**config.mk**
```make
export PLATFORM = sky130hd
export DESIGN_NAME = fltr_pulse_meas
export DESIGN_NICKNAME = d
export VERILOG_FILES = /design/src/rtl/fltr_pulse_meas_pkg.sv /design/src/rtl/fltr_edge_det.sv /design/src/rtl/fltr_pulse_meas.sv
export SDC_FILE = /design/constraint.sdc
export NUM_CORES = 1
export LEC_CHECK = 0
export CAP_MARGIN = 20
export CELL_PAD_IN_SITES_DETAIL_PLACEMENT = 0
export CELL_PAD_IN_SITES_GLOBAL_PLACEMENT = 2
export CORE_MARGIN = 4
export CORE_UTILIZATION = 40
export DETAILED_ROUTE_END_ITERATION = 16
export GPL_TIMING_DRIVEN = 1
export PLACE_DENSITY_LB_ADDON = 0.1
export SLEW_MARGIN = 20
export SYNTH_ARGS = -nofsm -noshare
export SYNTH_HDL_FRONTEND = slang
export SYNTH_HIERARCHICAL = 1
export SYNTH_SLANG_ARGS = --single-unit
```
**constraint.sdc**
```tcl
create_clock -name clk -period 3.3 [get_ports clk]
set_input_delay 0.66 -clock clk [delete_from_list [all_inputs] [get_ports clk]]
set_output_delay 0.66 -clock clk [all_outputs]
set_load 0.01 [all_outputs]
```
**src/rtl/fltr_pulse_meas_pkg.sv**
```systemverilog
// fltr_pulse_meas_pkg: shared types and defaults for the pulse measurement block
package fltr_pulse_meas_pkg;
  localparam int CNT_W_DEF  = 24;
  localparam int DROP_W_DEF = 8;
  typedef logic [7:0]  u8_t;
  typedef logic [31:0] u32_t;
  typedef enum logic [1:0] {ARM, WAIT_RISE, HIGH, LOW} pm_state_t;
  typedef struct packed {
    logic [CNT_W_DEF-1:0] width;
    logic [CNT_W_DEF-1:0] period;
    logic                 ovf;
    logic                 tmo;
  } pm_rec_t;
endpackage

```
**src/rtl/fltr_edge_det.sv**
```systemverilog
// fltr_edge_det: registers a level and flags its rising and falling edges
module fltr_edge_det (
  input  logic clk,
  input  logic rst_n,
  input  logic din,
  output logic rise,
  output logic fall
);
  logic prev;
  // previous sample of the level, cleared by reset so a high at release reads as a rise
  always_ff @(posedge clk or negedge rst_n)
    if (!rst_n) prev <= 1'b0;
    else prev <= din;
  assign rise = din & ~prev;
  assign fall = ~din & prev;
endmodule

```
**src/rtl/fltr_pulse_meas.sv**
```systemverilog
// fltr_pulse_meas: measures high width and rise-to-rise period of the filtered level; optional idle timeout via FLTR_PULSE_MEAS_TIMEOUT_EN
module fltr_pulse_meas import fltr_pulse_meas_pkg::*; #(
  parameter int CNT_W   = CNT_W_DEF,
  parameter int DROP_W  = DROP_W_DEF,
  parameter int TIMEOUT = 1048576
) (
  input  logic              clk,
  input  logic              rst_n,
  input  logic              fltr_out,
  input  logic              en,
  output logic              m_valid,
  input  logic              m_ready,
  output logic [CNT_W-1:0]  m_width,
  output logic [CNT_W-1:0]  m_period,
  output logic              m_ovf,
  output logic              m_tmo,
  output logic [DROP_W-1:0] drop_cnt,
  output logic              busy
);
  localparam logic [CNT_W-1:0] TMO_PERIOD = (TIMEOUT >= 2**CNT_W) ? '1 : CNT_W'(TIMEOUT);
  pm_state_t        state;
  logic [CNT_W-1:0] width_cnt, period_cnt;
  logic             ovf, rise, fall, tmo_hit, cap, load;

  fltr_edge_det u_edge (
    .clk  (clk),
    .rst_n(rst_n),
    .din  (fltr_out),
    .rise (rise),
    .fall (fall)
  );

`ifdef FLTR_PULSE_MEAS_TIMEOUT_EN
  logic [31:0] idle_cnt;
  assign tmo_hit = en && state != ARM && !rise && !fall && idle_cnt == 32'(TIMEOUT - 1);
  // idle cycles since the last edge; state changes in measuring states only happen on edges
  always_ff @(posedge clk or negedge rst_n)
    if (!rst_n) idle_cnt <= '0;
    else idle_cnt <= (!en || state == ARM || rise || fall || tmo_hit) ? '0 : idle_cnt + 32'd1;
`else
  assign tmo_hit = 1'b0;
`endif

  assign cap  = en && ((state == LOW && rise) || tmo_hit);
  assign load = cap && (!m_valid || m_ready);
  assign busy = state != ARM;

  // measurement FSM with saturating width/period counters and sticky overflow
  always_ff @(posedge clk or negedge rst_n)
    if (!rst_n) begin
      state      <= ARM;
      width_cnt  <= '0;
      period_cnt <= '0;
      ovf        <= 1'b0;
    end else if (!en || tmo_hit) begin
      state      <= ARM;
      width_cnt  <= '0;
      period_cnt <= '0;
      ovf        <= 1'b0;
    end else begin
      case (state)
        ARM: if (!fltr_out) state <= WAIT_RISE;
        WAIT_RISE: if (rise) begin
          state      <= HIGH;
          width_cnt  <= CNT_W'(1);
          period_cnt <= CNT_W'(1);
          ovf        <= 1'b0;
        end
        HIGH: begin
          if (fall) state <= LOW;
          else width_cnt <= (&width_cnt) ? width_cnt : width_cnt + 1'b1;
          period_cnt <= (&period_cnt) ? period_cnt : period_cnt + 1'b1;
          ovf        <= ovf | (&period_cnt) | (!fall & (&width_cnt));
        end
        LOW: if (rise) begin
          state      <= HIGH;
          width_cnt  <= CNT_W'(1);
          period_cnt <= CNT_W'(1);
          ovf        <= 1'b0;
        end else begin
          period_cnt <= (&period_cnt) ? period_cnt : period_cnt + 1'b1;
          ovf        <= ovf | (&period_cnt);
        end
        default: state <= ARM;
      endcase
    end

  // one-entry holding register; a capture blocked by a stalled record is counted as dropped
  always_ff @(posedge clk or negedge rst_n)
    if (!rst_n) begin
      m_valid  <= 1'b0;
      m_width  <= '0;
      m_period <= '0;
      m_ovf    <= 1'b0;
      m_tmo    <= 1'b0;
      drop_cnt <= '0;
    end else begin
      if (load) begin
        m_valid  <= 1'b1;
        m_width  <= width_cnt;
        m_period <= tmo_hit ? TMO_PERIOD : period_cnt;
        m_ovf    <= ovf;
        m_tmo    <= tmo_hit;
      end else if (m_valid && m_ready) m_valid <= 1'b0;
      if (cap && !load && !(&drop_cnt)) drop_cnt <= drop_cnt + 1'b1;
    end
endmodule

```
==> summary.md <==
| Metric | Value |
|---|---|
| Status | complete, no violations |
| Share of cells above drive strength 1 | 0.168 |
| Psw | 1.07 mW |
| Register bit total from synthesis | 110 |
| Clock slew at reported path FFs | roughly 70 ps |
| EDFF count, synth | 0 |
| Top Family by Delay on Critical Path | simple AND/OR/NAND/NOR gates |
| Mapped Nets | 509 |
| Sequential share of power | 0.444 |
| Area growth from synthesis to layout | 21.3% |
| Synth Warn # | 6 |
| Internal power | between 2 and 2.5 mW |
| Minimum clock period | roughly 2800 ps |
| Worst Setup Start Kind | input port |
| Finish-stage setup viols | 0 |
| Clk Latency, worst-skew pair | ~350 ps |
| Most frequent cells in the layout | dfrtp_1, clkdlybuf4s50_1, nand2_1 |
| Fmax | between 0.3 and 0.4 GHz |
| CP Capture Type | register |
| Root buffer cell | clkbuf_16 |
| Switching share of power | 0.324 |
| Metal-1 WL | a little under 6000 um |
| Core Util, Final | 0.497 |
| CP max-delay cell | clkdlybuf4s50_1 |
| Iteration count of the initial detailed-routing pass | 4 |
| Postcts setup bufs | 0 |
| Mapped Cells | approximately 500 |
| Hold_buf cts | 0 |
| Max layer used | met4 |
| Worst-Margin Slew | 787 ps |
| Simple-Gate Fraction of Synth Area | 0.196 |
| Final instance area | around 6600 um2 |
| Final hold vios | 0 |
| Setup ws final | about 550 ps |
| First-pass GRT wire length | around 22000 um |
| Placed inst area | 6330 um2 |
| H-tree levels | 3 |
| Xor-xnor portion of the synthesized cell area | 0.0161 |
| Gr ovfl total | 0 |
| Worst path bufs/invs | 2 |
| Setup WS pre-CTS | between 100 and 150 ps |
| Most used DFF post-synth | dfrtp_1 |
| Die height | around 120 um |
| Avg Cell Area, Syn | 11.0 um2 |
| CTS tree | yes |
| Peak supply drop | approximately 0.00030 V |
| Hold Crit Class | input port to async pin |
| CP most frequent cell | nor2b_1 |
| GR Util All Layers | 0.172 |
| Port buffer count | 63 |
| Final Max Slew Viols | 0 |
| Core ar. | about 13000 um2 |
| Max-slew headroom | 0.468 |
| Detailed Place HPWL | 8980 um |
| Initial antenna violation count | 0 |
| CP Cell Sequence | clkdlybuf4s50_1, nor2b_1, nor2b_1, o21ai_4, nand2_1, nor4b_1, buf_4, mux2i_1 |
| Register area share after synthesis | 0.506 |
| Total power divided by cell area | ~500 nW/um2 |
| Post_cts resized | 0 |
| Via-per-instance ratio | about 5.6 |
| # DRC | 0 |
| Starting density of the core | 0.409 |
| Die W | 125 um |
| Diode count | 0 |
| Mux share of post-synthesis cell area | 0.114 |
| Final cycle utilization of the critical path | 0.835 |
| # clock sinks | 110 |
| Slowest stage delay, CP | between 500 and 600 ps |
| Cts bufs inserted | 9 |
| Die Area | around 16000 um2 |
| Leak | 2.89 nW |
| Comb power frac | 0.252 |
| Ports | 65 |
| Commonest non-fill, non-tap cell in the layout | dfrtp_1 |
| Largest net degree at the start of global routing | around 110 |
| Setup TNS | 0 ps |
| Async S/R FF share, synth | 1.00 |
| Vias in the first global route | 4206 |
| Via count | a little over 4000 |
| Worst Path Required | around 3600 ps |
| Main combinational cell family by area after synthesis | simple AND/OR/NAND/NOR gates |
| Metal3 WL | 390 um |
| Post-route antenna net violation count | 0 |
| Fin nets | roughly 580 |
| Final Wtd Congestion | about 0.8 |
| Total power | roughly 3.3 mW |
| Compound-Gate Fraction of Synth Area | 0.127 |
| Reg2reg setup slack | around 900 ps |
| Layout Skew | about 5.3 ps |
| Worst endpoint data arrival time | between 3000 and 4000 ps |
| Final wirelength | about 13000 um |
| 1st-iter DRT viols | ~270 |
| Distinct cells, synth | 67 |
| Clock power share | 0.304 |
| WL/cell | around 17 um |
| Metal2 WL | ~6400 um |
| Max Fanout on Critical Path | 7 |
| Clock buffer depth | 2 |
| FILL cells | approximately 1200 |
| Netlist Area Pre-Place | between 5000 and 6000 um2 |
| RSZ-0062 raised after global routing | no |
| CP Class | input port to register |
| Max Cap Viol | 0 |
| Adder-Cell Fraction of Synth Area | 0.0161 |
| Row cnt | 42 |
==> synthesized netlist by cell type, types with 6 or more instances <==
master	n	area share
nand2b_1	10	0.011
and3_1	8	0.0092
buf_2	12	0.011
and4_1	7	0.011
nand4_1	16	0.018
and2_1	6	0.0069
or3_1	6	0.0069
mux2i_1	6	0.011
dfrtp_1	110	0.51
xnor2_1	6	0.0097
ha_1	7	0.016
o211ai_1	9	0.012
inv_1	9	0.0062
a21oi_1	19	0.017
nor2_1	19	0.013
nand3_1	25	0.023
o21ai_0	16	0.015
o32ai_1	6	0.0097
a31oi_1	11	0.013
nand2_1	54	0.037
mux2_2	50	0.10
==> through the flow <==
step                std cells  hold WS, ps
finish                    747          384
CTS                       747          408
global route              747          431
global placement          731          476
detailed placement        731          485
floorplan                 497          364
==> layer usage <==
layer / vias to the layer above / global-route usage
li1: 2000 / -
met1: 2054 / 0.219
met2: 83 / 0.287
met3: 20 / 0.0446
met4: 0 / 0.0535
met5: - / 0
==> flip-flops by register name (all words and copies together), names as in the netlist <==
| signal | cells |
|---|---|
| ovf | 1 |
| m_ovf | 1 |
| period_cnt | 24 |
| m_width | 24 |
| u_edge/prev | 1 |
| drop_cnt | 8 |
| m_period | 24 |
| width_cnt | 24 |
| m_valid | 1 |
| state | 2 |
==> logic make-up after synthesis <==
| family | count (synthesis) |
|---|---|
| AND/OR/NAND/NOR | 188 |
| buffers and inverters | 28 |
| multiplexers | 56 |
| flip-flops | 110 |
| other | 1 |
| adder cells (fa/ha/maj) | 7 |
| AO/OA/AOI/OAI | 97 |
| XOR/XNOR | 10 |
==> power groups by stage <==
stage          Sequential (mW)  Combinational (mW)  Clock, mW
2_1_floorplan             1.48               0.528          0
3_3_place_gp              1.50               0.833          0
3_5_place_dp              1.50               0.842          0
4_1_cts                   1.47               0.846       1.05
5_1_grt                   1.48               0.945       1.11
6_report                  1.47               0.835       1.01
==> area by class of cell <==
type / instances / area, um2 / share of cell area
clock buffer: 13 / 250 / 0.0379
timing repair buffer: 77 / 758 / 0.115
multi-input combinational: 359 / 2570 / 0.389
sequential: 110 / 2750 / 0.417
tap: 176 / 220 / 0.0334
inverter: 9 / 33.8 / 0.00512
clock inverter: 3 / 20.0 / 0.00303
==> worst paths after layout <==
kind,to,startpoint,cells after the start
max,period_cnt[19],fltr_out,8
min,m_period[9],rst_n,2
max reg2reg,width_cnt[22],width_cnt[0],6
min reg2reg,drop_cnt[5],drop_cnt[5],1
max in group asynchronous,width_cnt[8],rst_n,2
min in group clk,drop_cnt[5],drop_cnt[5],1
No activity file was read; power rests on OpenSTA's default activity.
